File: src/rtl/keycode_pkg.sv
// Package: keycode_pkg
// Shared keycode constants, the fire FSM state type and the motion direction
// encoding used by keycode_cmd_decoder.
package keycode_pkg;

  localparam logic [7:0] KC_NONE  = 8'h00;
  localparam logic [7:0] KC_LEFT  = 8'h50;
  localparam logic [7:0] KC_RIGHT = 8'h4F;
  localparam logic [7:0] KC_A     = 8'h04;
  localparam logic [7:0] KC_D     = 8'h07;
  localparam logic [7:0] KC_SPACE = 8'h2C;

  typedef enum logic [1:0] {
    IDLE     = 2'd0,
    FIRE     = 2'd1,
    COOLDOWN = 2'd2,
    WAIT_REL = 2'd3
  } fire_state_t;

  typedef enum logic [1:0] {
    DIR_NONE  = 2'd0,
    DIR_RIGHT = 2'd1,
    DIR_LEFT  = 2'd2
  } dir_t;

endpackage

File: src/rtl/frame_edge_sync.sv
// Module: frame_edge_sync
// Brings the asynchronous frame clock into the clk domain through a two-flop
// synchroniser, detects its rising edge and registers the result, so
// frame_tick is a one-cycle pulse three clk edges after frame_clk rises.
// Ports:
//   clk        in  system clock
//   rst        in  synchronous, active-high reset
//   frame_clk  in  asynchronous frame clock
//   frame_tick out one-cycle pulse per frame_clk rising edge
module frame_edge_sync (
  input  logic clk,
  input  logic rst,
  input  logic frame_clk,
  output logic frame_tick
);

  logic sync1_q, sync1_d;
  logic sync2_q, sync2_d;
  logic prev_q,  prev_d;
  logic tick_q,  tick_d;

  always_comb begin
    sync1_d = frame_clk;
    sync2_d = sync1_q;
    prev_d  = sync2_q;
    tick_d  = sync2_q & ~prev_q;
  end

  always_ff @(posedge clk) begin
    if (rst) begin
      sync1_q <= 1'b0;
      sync2_q <= 1'b0;
      prev_q  <= 1'b0;
      tick_q  <= 1'b0;
    end else begin
      sync1_q <= sync1_d;
      sync2_q <= sync2_d;
      prev_q  <= prev_d;
      tick_q  <= tick_d;
    end
  end

  assign frame_tick = tick_q;

endmodule

File: src/rtl/keycode_cmd_decoder.sv
// Module: keycode_cmd_decoder
// Decodes the keycode word into frame-synchronous cannon commands: a signed
// X step (with acceleration after a continuous hold) and a one-cycle fire
// request gated by shot_active and a frame-counted cooldown.
// Configuration macro: AUTOFIRE_EN -- when defined, COOLDOWN returns to IDLE
// so a held fire key refires; otherwise the key must be released first.
// Ports:
//   Clk             in  system clock
//   Reset           in  synchronous, active-high reset
//   frame_clk       in  asynchronous frame clock
//   keycode[7:0]    in  current keycode, 8'h00 = no key
//   shot_active     in  a missile is in flight; blocks firing
//   frame_tick      out one-Clk pulse per frame
//   cannon_x_motion out [9:0] two's-complement X step, held between ticks
//   fire_pulse      out one-Clk shot request
//   fire_state      out [1:0] fire FSM state (debug)
module keycode_cmd_decoder
  import keycode_pkg::*;
#(
  parameter logic [7:0] KEY_LEFT        = KC_LEFT,
  parameter logic [7:0] KEY_RIGHT       = KC_RIGHT,
  parameter logic [7:0] KEY_FIRE        = KC_SPACE,
  parameter int         STEP_SLOW       = 1,
  parameter int         STEP_FAST       = 2,
  parameter int         ACCEL_FRAMES    = 8,
  parameter int         COOLDOWN_FRAMES = 15
) (
  input  logic       Clk,
  input  logic       Reset,
  input  logic       frame_clk,
  input  logic [7:0] keycode,
  input  logic       shot_active,
  output logic       frame_tick,
  output logic [9:0] cannon_x_motion,
  output logic       fire_pulse,
  output logic [1:0] fire_state
);

  localparam logic [7:0] ACCEL_W = 8'(ACCEL_FRAMES);
  localparam logic [7:0] CD_W    = 8'(COOLDOWN_FRAMES);
  localparam logic [9:0] SLOW_W  = 10'(STEP_SLOW);
  localparam logic [9:0] FAST_W  = 10'(STEP_FAST);

  logic [7:0]  kc_q,     kc_d;
  dir_t        dir_q,    dir_d;
  logic [7:0]  hold_q,   hold_d;
  logic [9:0]  motion_q, motion_d;
  fire_state_t state_q,  state_d;
  logic [7:0]  cd_q,     cd_d;

  dir_t       dir_cur;
  logic [9:0] step;
  logic       fire_pulse_c;

  frame_edge_sync u_sync (
    .clk        (Clk),
    .rst        (Reset),
    .frame_clk  (frame_clk),
    .frame_tick (frame_tick)
  );

  // Motion: direction and hold count advance only on frame_tick. The step is
  // chosen from the updated hold count, so a reversal or fresh press
  // produces the slow step on that same tick.
  always_comb begin
    kc_d     = keycode;
    dir_d    = dir_q;
    hold_d   = hold_q;
    motion_d = motion_q;
    step     = SLOW_W;
    dir_cur  = DIR_NONE;
    if (kc_q == KEY_RIGHT || kc_q == KC_D) begin
      dir_cur = DIR_RIGHT;
    end else if (kc_q == KEY_LEFT || kc_q == KC_A) begin
      dir_cur = DIR_LEFT;
    end
    if (frame_tick) begin
      if (dir_cur == DIR_NONE || dir_cur != dir_q) begin
        hold_d = 8'd0;
      end else if (hold_q < ACCEL_W) begin
        hold_d = hold_q + 8'd1;
      end
      dir_d = dir_cur;
      step  = (hold_d >= ACCEL_W) ? FAST_W : SLOW_W;
      case (dir_cur)
        DIR_RIGHT: motion_d = step;
        DIR_LEFT:  motion_d = 10'd0 - step;
        default:   motion_d = 10'd0;
      endcase
    end
  end

  // Fire FSM. The cooldown exit test runs every Clk (not only on ticks) so a
  // zero cooldown leaves COOLDOWN on the first Clk after FIRE.
  always_comb begin
    state_d      = state_q;
    cd_d         = cd_q;
    fire_pulse_c = 1'b0;
    case (state_q)
      IDLE: begin
        if (frame_tick && kc_q == KEY_FIRE && !shot_active) begin
          state_d = FIRE;
        end
      end
      FIRE: begin
        fire_pulse_c = 1'b1;
        cd_d         = CD_W;
        state_d      = COOLDOWN;
      end
      COOLDOWN: begin
        if (cd_q == 8'd0) begin
`ifdef AUTOFIRE_EN
          state_d = IDLE;
`else
          state_d = WAIT_REL;
`endif
        end else if (frame_tick) begin
          cd_d = cd_q - 8'd1;
        end
      end
      WAIT_REL: begin
        if (frame_tick && kc_q != KEY_FIRE) begin
          state_d = IDLE;
        end
      end
      default: state_d = IDLE;
    endcase
  end

  always_ff @(posedge Clk) begin
    if (Reset) begin
      kc_q     <= KC_NONE;
      dir_q    <= DIR_NONE;
      hold_q   <= 8'd0;
      motion_q <= 10'd0;
      state_q  <= IDLE;
      cd_q     <= 8'd0;
    end else begin
      kc_q     <= kc_d;
      dir_q    <= dir_d;
      hold_q   <= hold_d;
      motion_q <= motion_d;
      state_q  <= state_d;
      cd_q     <= cd_d;
    end
  end

  assign cannon_x_motion = motion_q;
  assign fire_pulse      = fire_pulse_c;
  assign fire_state      = state_q;

endmodule

File: config.mk
export PLATFORM = sky130hd
export DESIGN_NAME = keycode_cmd_decoder
export DESIGN_NICKNAME = d
export VERILOG_FILES = /design/src/rtl/keycode_pkg.sv /design/src/rtl/frame_edge_sync.sv /design/src/rtl/keycode_cmd_decoder.sv
export SDC_FILE = /design/constraint.sdc
export NUM_CORES = 1
export LEC_CHECK = 0
export ABC_AREA = 0
export BUFFER_PORTS_ARGS = -buffer_cell sky130_fd_sc_hd__buf_2
export CELL_PAD_IN_SITES_DETAIL_PLACEMENT = 0
export CELL_PAD_IN_SITES_GLOBAL_PLACEMENT = 2
export CORE_ASPECT_RATIO = 0.75
export CORE_MARGIN = 4
export CORE_UTILIZATION = 34
export CTS_CLUSTER_DIAMETER = 40
export CTS_CLUSTER_SIZE = 25
export DETAILED_ROUTE_END_ITERATION = 10
export PLACE_DENSITY_LB_ADDON = 0.1
export SLEW_MARGIN = 20
export SYNTH_ARGS = -nofsm -noshare
export SYNTH_HDL_FRONTEND = slang
export SYNTH_SLANG_ARGS = --single-unit
export TNS_END_PERCENT = 10
File: constraint.sdc
create_clock -name Clk -period 2.15 [get_ports Clk]
set_input_delay 0.3225 -clock Clk [delete_from_list [all_inputs] [get_ports Clk]]
set_output_delay 0.3225 -clock Clk [all_outputs]
set_load 0.01 [all_outputs]
# After elaboration in Yosys (flattened, before gate mapping)
# Index checks and enable logic that the tools add are counted.
[classes]
addsub = 3
order_cmp = 2
eq_ne = 17
mux = 15
bitwise = 2
reduce_logical = 13
[ops]
columns = ["cell", "n"]
rows = [
  ["$mux 8", 5],
  ["$pmux 10 s2", 1],
  ["$eq 8x3->1 const B", 2],
  ["$eq 8x7->1 const B", 2],
  ["$pmux 8 s2", 1],
  ["$mux 2", 6],
  ["$add 8x1->8 const B", 1],
  ["$eq 8x6->1 const B", 1],
  ["$ge 8x4->1 const B", 1],
  ["$logic_not 8->1", 1],
  ["$lt 8x4->1 const B", 1],
  ["$ne 2x2->1 const B", 4],
  ["$ne 8x6->1 const B", 1],
  ["$pmux 2 s4", 1],
  ["$sub 8x1->8 const B", 1],
  ["$eq 2x2->1 const B", 3],
  ["$reduce_and 3->1", 2],
  ["$eq 2x1->1 const B", 2],
  ["$logic_not 2->1", 2],
  ["$logic_and 1x1->1", 3],
  ["$logic_or 1x1->1", 3],
  ["$sub 1x2->3 const A", 1],
  ["$ne 2x1->1 const B", 1],
  ["$ne 2x2->1", 1],
  ["other kinds (5)", 5],
]
[word_totals]
regBits = 42
input_bits = 12
output_inout_bits = 14
wordCells = 62

# Depth between registers and ports, before layout
# Gate-level depths: netlist of the first run.
[depth]
ltp_word = 12
depth_mapped = 8
ltp_nobuf = 6

# By module
# From an unflattened synthesis of the first run, not the netlist that was laid out.
[hier_totals]
cells_unflattened = 164
hier_area_um2 = 1574.0
[by_module_without_submodules]
columns = ["mod", "instances", "cells_per_inst", "area_per_inst_um2", "seq_area_each_um2"]
rows = [
  ["keycode_cmd_decoder", 1, 156, 1462.7, 600.6],
  ["frame_edge_sync", 1, 8, 111.4, 80.1],
]

# Worst setup path after synthesis of the first run
# OpenSTA, ideal clock, no wires.
[synth_timing]
kind = "reg2reg"
from = "register state_q[0] (netlist: fire_state[0])"
to = "register cd_q[7]"
setup_ns = 0.115
arrival_ns = 1.717
required_time_ns = 2.035
slack_ns = 0.318
stages_incl_launch_ff = 9
path_buffers = 2
synth_period_minus_slack_ns = 1.832
path_cell_list = "dfxtp_1 inv_1 ha_1 clkbuf_1 nand4bb_1 o211ai_1 buf_4 o31a_1 o21a_1"
[synth_between]
elab_chain_cells = 3
elab_cells_between_ends = 7
classes_between = "eq/ne (4); mux (1); reduce/logical (2)"
[synth_rtl]
columns = ["item", "line_no", "source"]
rows = [
  ["from (decl)", "keycode_cmd_decoder.sv:48", "fire_state_t state_q, state_d;"],
  ["from (signal assigned)", "keycode_cmd_decoder.sv:143", "state_q <= state_d;"],
  ["$eq 2x2->1 or $eq 2x1->1 (tied branches)", "keycode_cmd_decoder.sv:99", "case (state_q)"],
  ["$ne 2x1->1 (no line) (tied with other cells)", "--", ""],
  ["$reduce_and 3->1 (no line)", "--", ""],
  ["to (signal assigned)", "keycode_cmd_decoder.sv:137", "cd_q <= 8'd0;"],
  ["to (signal assigned)", "keycode_cmd_decoder.sv:144", "cd_q <= cd_d;"],
  ["to (decl)", "keycode_cmd_decoder.sv:49", "logic [7:0] cd_q, cd_d;"],
]
# Several ways; a longest one is shown, not always the timed one.
# A chain may end at the register's enable or synchronous reset.

# Final worst setup path of the first run
[layout_timing]
from = "register state_q[0] (netlist: fire_state[0])"
to = "register cd_q[4]"
# The elaborated chain is that of the path after synthesis.

==> metrics.md, run 1 <==
| Metric | Value |
|---|---|
| Post-Syn Area per Cell | `9.64 um2` |
| Antenna Cells | `0` |
| DR DRC count | `0` |
| Commonest cells after routing, fill and taps aside | `dfxtp_1 (34), buf_2 (25), nor2b_1 (15)` |
| CP required | `between 2 and 2.5 ns` |
| Setup crit start kind | `register` |
| Slew margin rel. | `0.667` |
| Root Buffer | `clkbuf_8` |
| Final Hold Viols | `0` |
| Commonest non-fill, non-tap cell in the layout | `dfxtp_1` |
| WP depth | `7` |
| Layout area overhead | `16.9%` |
| Part of the cycle the worst path needs | `0.839` |
| Vert. Die Dim | `between 60 and 70 um` |
| Seq/Total Area, Yosys | `0.413` |
| CP max stage cell | `or4_1` |
| Fmax | `0.554 GHz` |
| Clk sinks | `34` |
| H-tree depth | `2` |
| Flop2flop setup slack | `roughly 0.35 ns` |
| Clock latency on the worst-skew pair | `~0.29 ns` |
| Chip width | `roughly 88 um` |
| CP delay by family, top | `simple AND/OR/NAND/NOR gates` |
| Share of cells above drive strength 1 | `0.223` |
| # hold bufs at CTS | `0` |
| VDD IR max | `around 0.37 mV` |
| Reg2reg start | `fire_state[0]$_SDFFE_PP0P_` |
| Final setup vio count | `0` |
| Status | `finished, final reports clean` |
| CORE AREA | `4570 um2` |
| Critical Path End Type | `register` |
| Post-Syn Nets | `190` |
| Vias in the first global route | `~1,200` |
| Critical Path Start | `fire_state[0]$_SDFFE_PP0P_` |
| Critical-path cell list | `inv_1 -> ha_1 -> nand4bb_1 -> o211ai_1 -> buf_4 -> or4_1 -> mux2i_1` |
| Synth async-reset ratio | `0` |
| Post-CTS Setup Bufs | `0` |
| Yosys top cell by area | `dfxtp_1` |
| Initial DRC count | `70` |
| CTS buffer count | `5` |
| Vias per cell | `5.09` |
| Final #Nets | `approximately 220` |
| Post-route cell area | `approximately 1900 um2` |
| Share of the synthesized area in the top cell type | `0.413` |
| CP peak stage delay | `between 0.4 and 0.5 ns` |
| Total grt overflow | `0` |
| Initial antenna violation count | `0` |
| Total global-route track usage | `0.132` |
| Fin crit period | `approximately 1.8 ns` |
| 1st-pass router iterations | `4` |
| Total wire length | `between 3 and 4 mm` |
| CTS tree | `done` |
| RSZ-0062 raised after global routing | `no` |
| Die footprint | `between 6000 and 7000 um2` |
| Synth Register Bits | `34` |
| Crit Path Max Fanout | `11` |
| Routability cong. | `approximately 0.72` |
| Slew Viols, Final | `0` |
| Area contributors post-synth | `dfxtp_1 (41%), nor2b_1 (5.7%), ha_1 (5.3%), buf_4 (4.1%), mux2i_1 (3.6%)` |
| Reg2Reg Depth | `7` |
| Via count | `1,293` |
| Synthesized area | `around 1600 um2` |
| Boundary pin count | `26` |
| # resized after CTS | `0` |
| WL/cell | `around 14 um` |
| First-pass GRT wire length | `5.98 mm` |
| R2R Path End | `cd_q[4]$_SDFFE_PP0P_` |
| Setup TNS | `0 ns` |
| Final ANT Viol Nets | `0` |
| Syn Inst Count | `171` |
| Crit Path Category | `reg2reg` |
| Place WS | `roughly 0.36 ns` |
| MaxCap Viol Count | `0` |
| Fin Clk Skew | `~0.01 ns` |
| Max Buffers Root-to-Sink | `2` |
| Largest net degree at the start of global routing | `21` |
| Cell count after placement | `247` |
| Reg clk slew, reported paths | `roughly 0.070 ns` |
| Dpl hpwl | `2.74 mm` |
| Initial Util | `0.361` |
| Min-Delay Path Class | `in2reg` |
| # port buffers | `25` |
| CP endpoint | `cd_q[4]$_SDFFE_PP0P_` |
| Setup WS post-layout | `between 0.3 and 0.4 ns` |
| Non-Filler Instances | `about 250` |
| Post-synth EDFFs | `0` |
| Total number of yosys warnings | `0` |
| Crit path buffers/inverters | `2` |
| Crit path arrival time | `between 1.5 and 2 ns` |
| Top FF cell, synth | `dfxtp_1` |
| Site Rows | `21` |
| Synth unique cells | `47` |
| Post-placement cell area | `between 1500 and 2000 um2` |
| Least-Margin Pin Slew | `roughly 0.5 ns` |
| Pleak | `0.887 nW` |
| Pwr Density | `about 700 nW/um2` |
-- sequential cells by signal (all words and copies together) (netlist names) --
name	cells
u_sync.frame_tick	1
kc_q	8
u_sync.prev_d	1
dir_q	1
u_sync.sync1_q	1
cd_q	8
cannon_x_motion	3
u_sync.prev_q	1
hold_q	8
fire_state	2
-- per-layer routing --
metal,global-route usage,vias up,routed length [um],share of wire
li1,-,664,-,-
met1,0.189,591,2000,0.55
met2,0.183,34,1370,0.37
met3,0.0505,4,254,0.070
met4,0.0340,0,27,0.0074
met5,0,-,0,0
-- how the worst min path moves through the flow --
stage / depth (start not counted) / startpoint / endpoint / slack (ns)
global route: 2 / keycode[3] / kc_q[3]$_SDFF_PP0_ / 0.25
global placement: 1 / u_sync.prev_q$_SDFF_PP0_ / u_sync.frame_tick$_SDFF_PP0_ / 0.37
finish: 2 / keycode[3] / kc_q[3]$_SDFF_PP0_ / 0.25
detailed placement: 1 / u_sync.prev_q$_SDFF_PP0_ / u_sync.frame_tick$_SDFF_PP0_ / 0.39
floorplan: 1 / u_sync.prev_q$_SDFF_PP0_ / u_sync.frame_tick$_SDFF_PP0_ / 0.37
CTS: 2 / keycode[3] / kc_q[3]$_SDFF_PP0_ / 0.24
-- layout make-up --
cell class,count,area (um2)
clock buffer,6,82.6
clock inverter,1,30.0
fill,469,2640
inverter,9,33.8
multi-input combinational,115,852
sequential,34,681
tap,57,71.3
timing repair buffer,32,178
-- report_power, final --
part	switching, mW	internal, mW
registers	0.0139	0.646
logic	0.0515	0.0419
clock network	0.233	0.371
total	0.299	1.06
-- logic make-up after synthesis --
| group | count (synthesis) | synth area share |
|---|---|---|
| and+or+nand+nor | 68 | 0.249 |
| DFF | 34 | 0.413 |
| AOI/OAI and AO/OA | 31 | 0.162 |
| buffers and inverters | 22 | 0.0706 |
| adders and majority gates | 7 | 0.0531 |
| muxes | 6 | 0.0364 |
| xor gates and xnor gates | 3 | 0.0159 |
-- cell usage after synthesis (all sizes together) (4+ instances only) --
cell,count
dfxtp,34
nor2b,15
nor2,12
buf,9
inv,9
ha,7
mux2i,6
nand2b,5
a21oi,4
clkbuf,4
nand2,4
nor4,4
-- per-stage QoR --
stage	util	total power, mW	hold slack, ns
2_1_floorplan	-	0.732	0.367
3_3_place_gp	0.397	0.766	0.373
3_5_place_dp	0.397	0.768	0.390
4_1_cts	0.422	1.37	0.239
5_1_grt	0.422	1.41	0.245
6_report	0.422	1.36	0.246
No activity file was read; power rests on OpenSTA's default activity.
==> run 2: changes to the inputs <==
--- a/config.mk
+++ b/config.mk
@@ -11,7 +11,7 @@
 export CELL_PAD_IN_SITES_GLOBAL_PLACEMENT = 2
 export CORE_ASPECT_RATIO = 0.75
 export CORE_MARGIN = 4
-export CORE_UTILIZATION = 34
+export CORE_UTILIZATION = 31
 export CTS_CLUSTER_DIAMETER = 40
 export CTS_CLUSTER_SIZE = 25
 export DETAILED_ROUTE_END_ITERATION = 10
==> constraint.sdc (replaced) <==
create_clock -name Clk -period 1.6 [get_ports Clk]
set_input_delay 0.24 -clock Clk [delete_from_list [all_inputs] [get_ports Clk]]
set_output_delay 0.24 -clock Clk [all_outputs]
set_load 0.01 [all_outputs]
==> run 2 against run 1 <==
The flow now finishes with violations (setup timing). Global-route usage decreased by 0.93 points. Via count rose by 9.9%. Die area up 8.7%. Maximum frequency rose by 3.2%. Utilization rose by 1.5 points. Critical path depth shrank 3. Critical path type unchanged.
==> metrics.md, run 2 (synthesized netlist as in run 1, its figures left out) <==
| Metric | Value |
|---|---|
| RSZ-0062 raised after global routing | `yes` |
| Clock latency on the worst-skew pair | `0.28 ns (about the same)` |
| Initial DRC count | `83 (+19%)` |
| Clk sinks | `34 (unchanged)` |
| Vias in the first global route | `1,343 (+9.4%)` |
| Via count | `1,421 (+9.9%)` |
| Status | `finished, violations left` |
| CTS buffer count | `5 (unchanged)` |
| Vert. Die Dim | `71.2 um (+4.2%)` |
| # port buffers | `25 (unchanged)` |
| Least-Margin Pin Slew | `0.387 ns (-0.111 ns)` |
| Final setup vio count | `9 (+9)` |
| Place WS | `-0.136 ns (-0.500 ns)` |
| Crit Path Max Fanout | `5 (-6)` |
| Failing checks | `setup timing` |
| Boundary pin count | `26 (unchanged)` |
| Total global-route track usage | `0.123 (-0.00926)` |
| Post-route cell area | `2190 um2 (+14%)` |
| Initial Util | `0.329 (-0.0315)` |
| Max Buffers Root-to-Sink | `2 (unchanged)` |
| Post-placement cell area | `2020 um2 (+11%)` |
| Final #Nets | `241 (+12%)` |
| Total wire length | `3.81 mm (+4.5%)` |
| Largest net degree at the start of global routing | `20 (-4.8%)` |
| Fmax | `0.572 GHz (+3.2%)` |
| Chip width | `92.2 um (+4.3%)` |
| Fin Clk Skew | `0.00328 ns (-0.00681 ns)` |
| Final ANT Viol Nets | `0 (unchanged)` |
| Total grt overflow | `0 (unchanged)` |
| WL/cell | `12.9 um (-10%)` |
| Vias per cell | `4.82 (-5.4%)` |
| Part of the cycle the worst path needs | `1.09 (+0.253)` |
| 1st-pass router iterations | `4 (unchanged)` |
| Initial antenna violation count | `0 (unchanged)` |
| Routability cong. | `0.846 (+17%)` |
| Slew margin rel. | `0.741 (+0.0738)` |
| Setup WS post-layout | `-0.148 ns (-0.494 ns)` |
| CTS tree | `done` |
| Commonest non-fill, non-tap cell in the layout | `buf_4` |
| Crit path arrival time | `1.92 ns (-0.06 ns)` |
| Root Buffer | `clkbuf_8` |
| CP required | `1.77 ns (-0.56 ns)` |
| Crit Path Category | `reg2reg` |
| Critical Path End Type | `register` |
| Layout area overhead | `32.8%` |
| Site Rows | `22 (+4.8%)` |
| Slew Viols, Final | `0 (unchanged)` |
| First-pass GRT wire length | `6.40 mm (+7.2%)` |
| Min-Delay Path Class | `in2reg` |
| Die footprint | `6560 um2 (+8.7%)` |
| Commonest cells after routing, fill and taps aside | `buf_4 (32), dfxtp_1 (29), buf_2 (25)` |
| MaxCap Viol Count | `0 (unchanged)` |
| Fin crit period | `1.75 ns (-0.0560 ns)` |
| Pleak | `1.00 nW (+13%)` |
| Setup crit start kind | `register` |
| VDD IR max | `0.374 mV (+0.18%)` |
| Share of cells above drive strength 1 | `0.390 (+0.167)` |
| Final Hold Viols | `0 (unchanged)` |
| Dpl hpwl | `2.86 mm (+4.4%)` |
| H-tree depth | `2 (unchanged)` |
| DR DRC count | `0 (unchanged)` |
| Antenna Cells | `0 (unchanged)` |
| Biggest regs | `cd_q (8), hold_q (8), kc_q (8)` |
| Reg clk slew, reported paths | `0.07 ns (about the same)` |
| CORE AREA | `5010 um2 (+9.6%)` |
| Pwr Density | `785 nW/um2 (+11%)` |
## run 2: cell count changes in the layout (fill, tap and decap cells not counted), sizes merged
cell      before  now
clkinv         0    1
clkinvlp       0    1
buf           32   57
bufinv         1    0
## run 2: path summary, 6_finish.rpt
path	from	end	slack (ns)	cells past startpoint
setup / recovery	cd_q[2]$_SDFFE_PP0P_	fire_state[1]$_SDFFE_PP0P_	-0.15	4
hold / removal	keycode[0]	kc_q[0]$_SDFF_PP0_	0.16	2
setup reg to reg	cd_q[2]$_SDFFE_PP0P_	fire_state[1]$_SDFFE_PP0P_	-0.15	4
hold reg to reg	u_sync.prev_q$_SDFF_PP0_	u_sync.frame_tick$_SDFF_PP0_	0.38	1
## run 2: per-layer routing
metal / vias to the layer above / wire [um] / GRT usage
met5: - / 0 / 0
met4: 0 / 36 / 0.0395
met3: 5 / 257 / 0.0372
met2: 48 / 1530 / 0.180
met1: 655 / 1990 / 0.172
li1: 713 / - / -
## run 2: final cells by class
type                    instances  area (um2)
clock buffers                   6        82.6
clock inverters                 2        12.5
fillers                       497        2820
inverters                       9        33.8
multi-input cells             115         916
flip-flops and latches         34         689
well taps                      72        90.1
repair buffers                 57         365
## run 2: per-stage QoR
stage | setup TNS [ns] | power [mW] | util | cells | hold slack, ns
after floorplan | -0.214 | 0.983 | - | 171 | 0.367
after global placement | -0.472 | 1.05 | 0.403 | 286 | 0.374
after detailed placement | -0.803 | 1.06 | 0.403 | 286 | 0.374
after CTS | -0.702 | 1.74 | 0.427 | 294 | 0.150
after global routing | -1.68 | 1.79 | 0.437 | 295 | 0.159
final | -0.636 | 1.72 | 0.437 | 295 | 0.160
## run 2: power by group
part | internal [mW] | switching, mW | total (mW)
clock network | 0.346 | 0.320 | 0.666
registers | 0.867 | 0.0134 | 0.881
logic | 0.0877 | 0.0838 | 0.171
total | 1.30 | 0.417 | 1.72
## run 2: what timing repair did
action,4_1_cts,5_1_grt
gates cloned,0,0
hold buffers,0,0
setup buffers,0,1
pin swaps,3,1
gates resized for setup,7,9
endpoints found under the setup margin,10,20
## run 2: critical path, cell delays in order (launching register included)
cell     delay [ns]
dfxtp_2        0.34
or4_4          0.58
o41ai_4        0.29
mux2i_1        0.12
or3_1          0.30
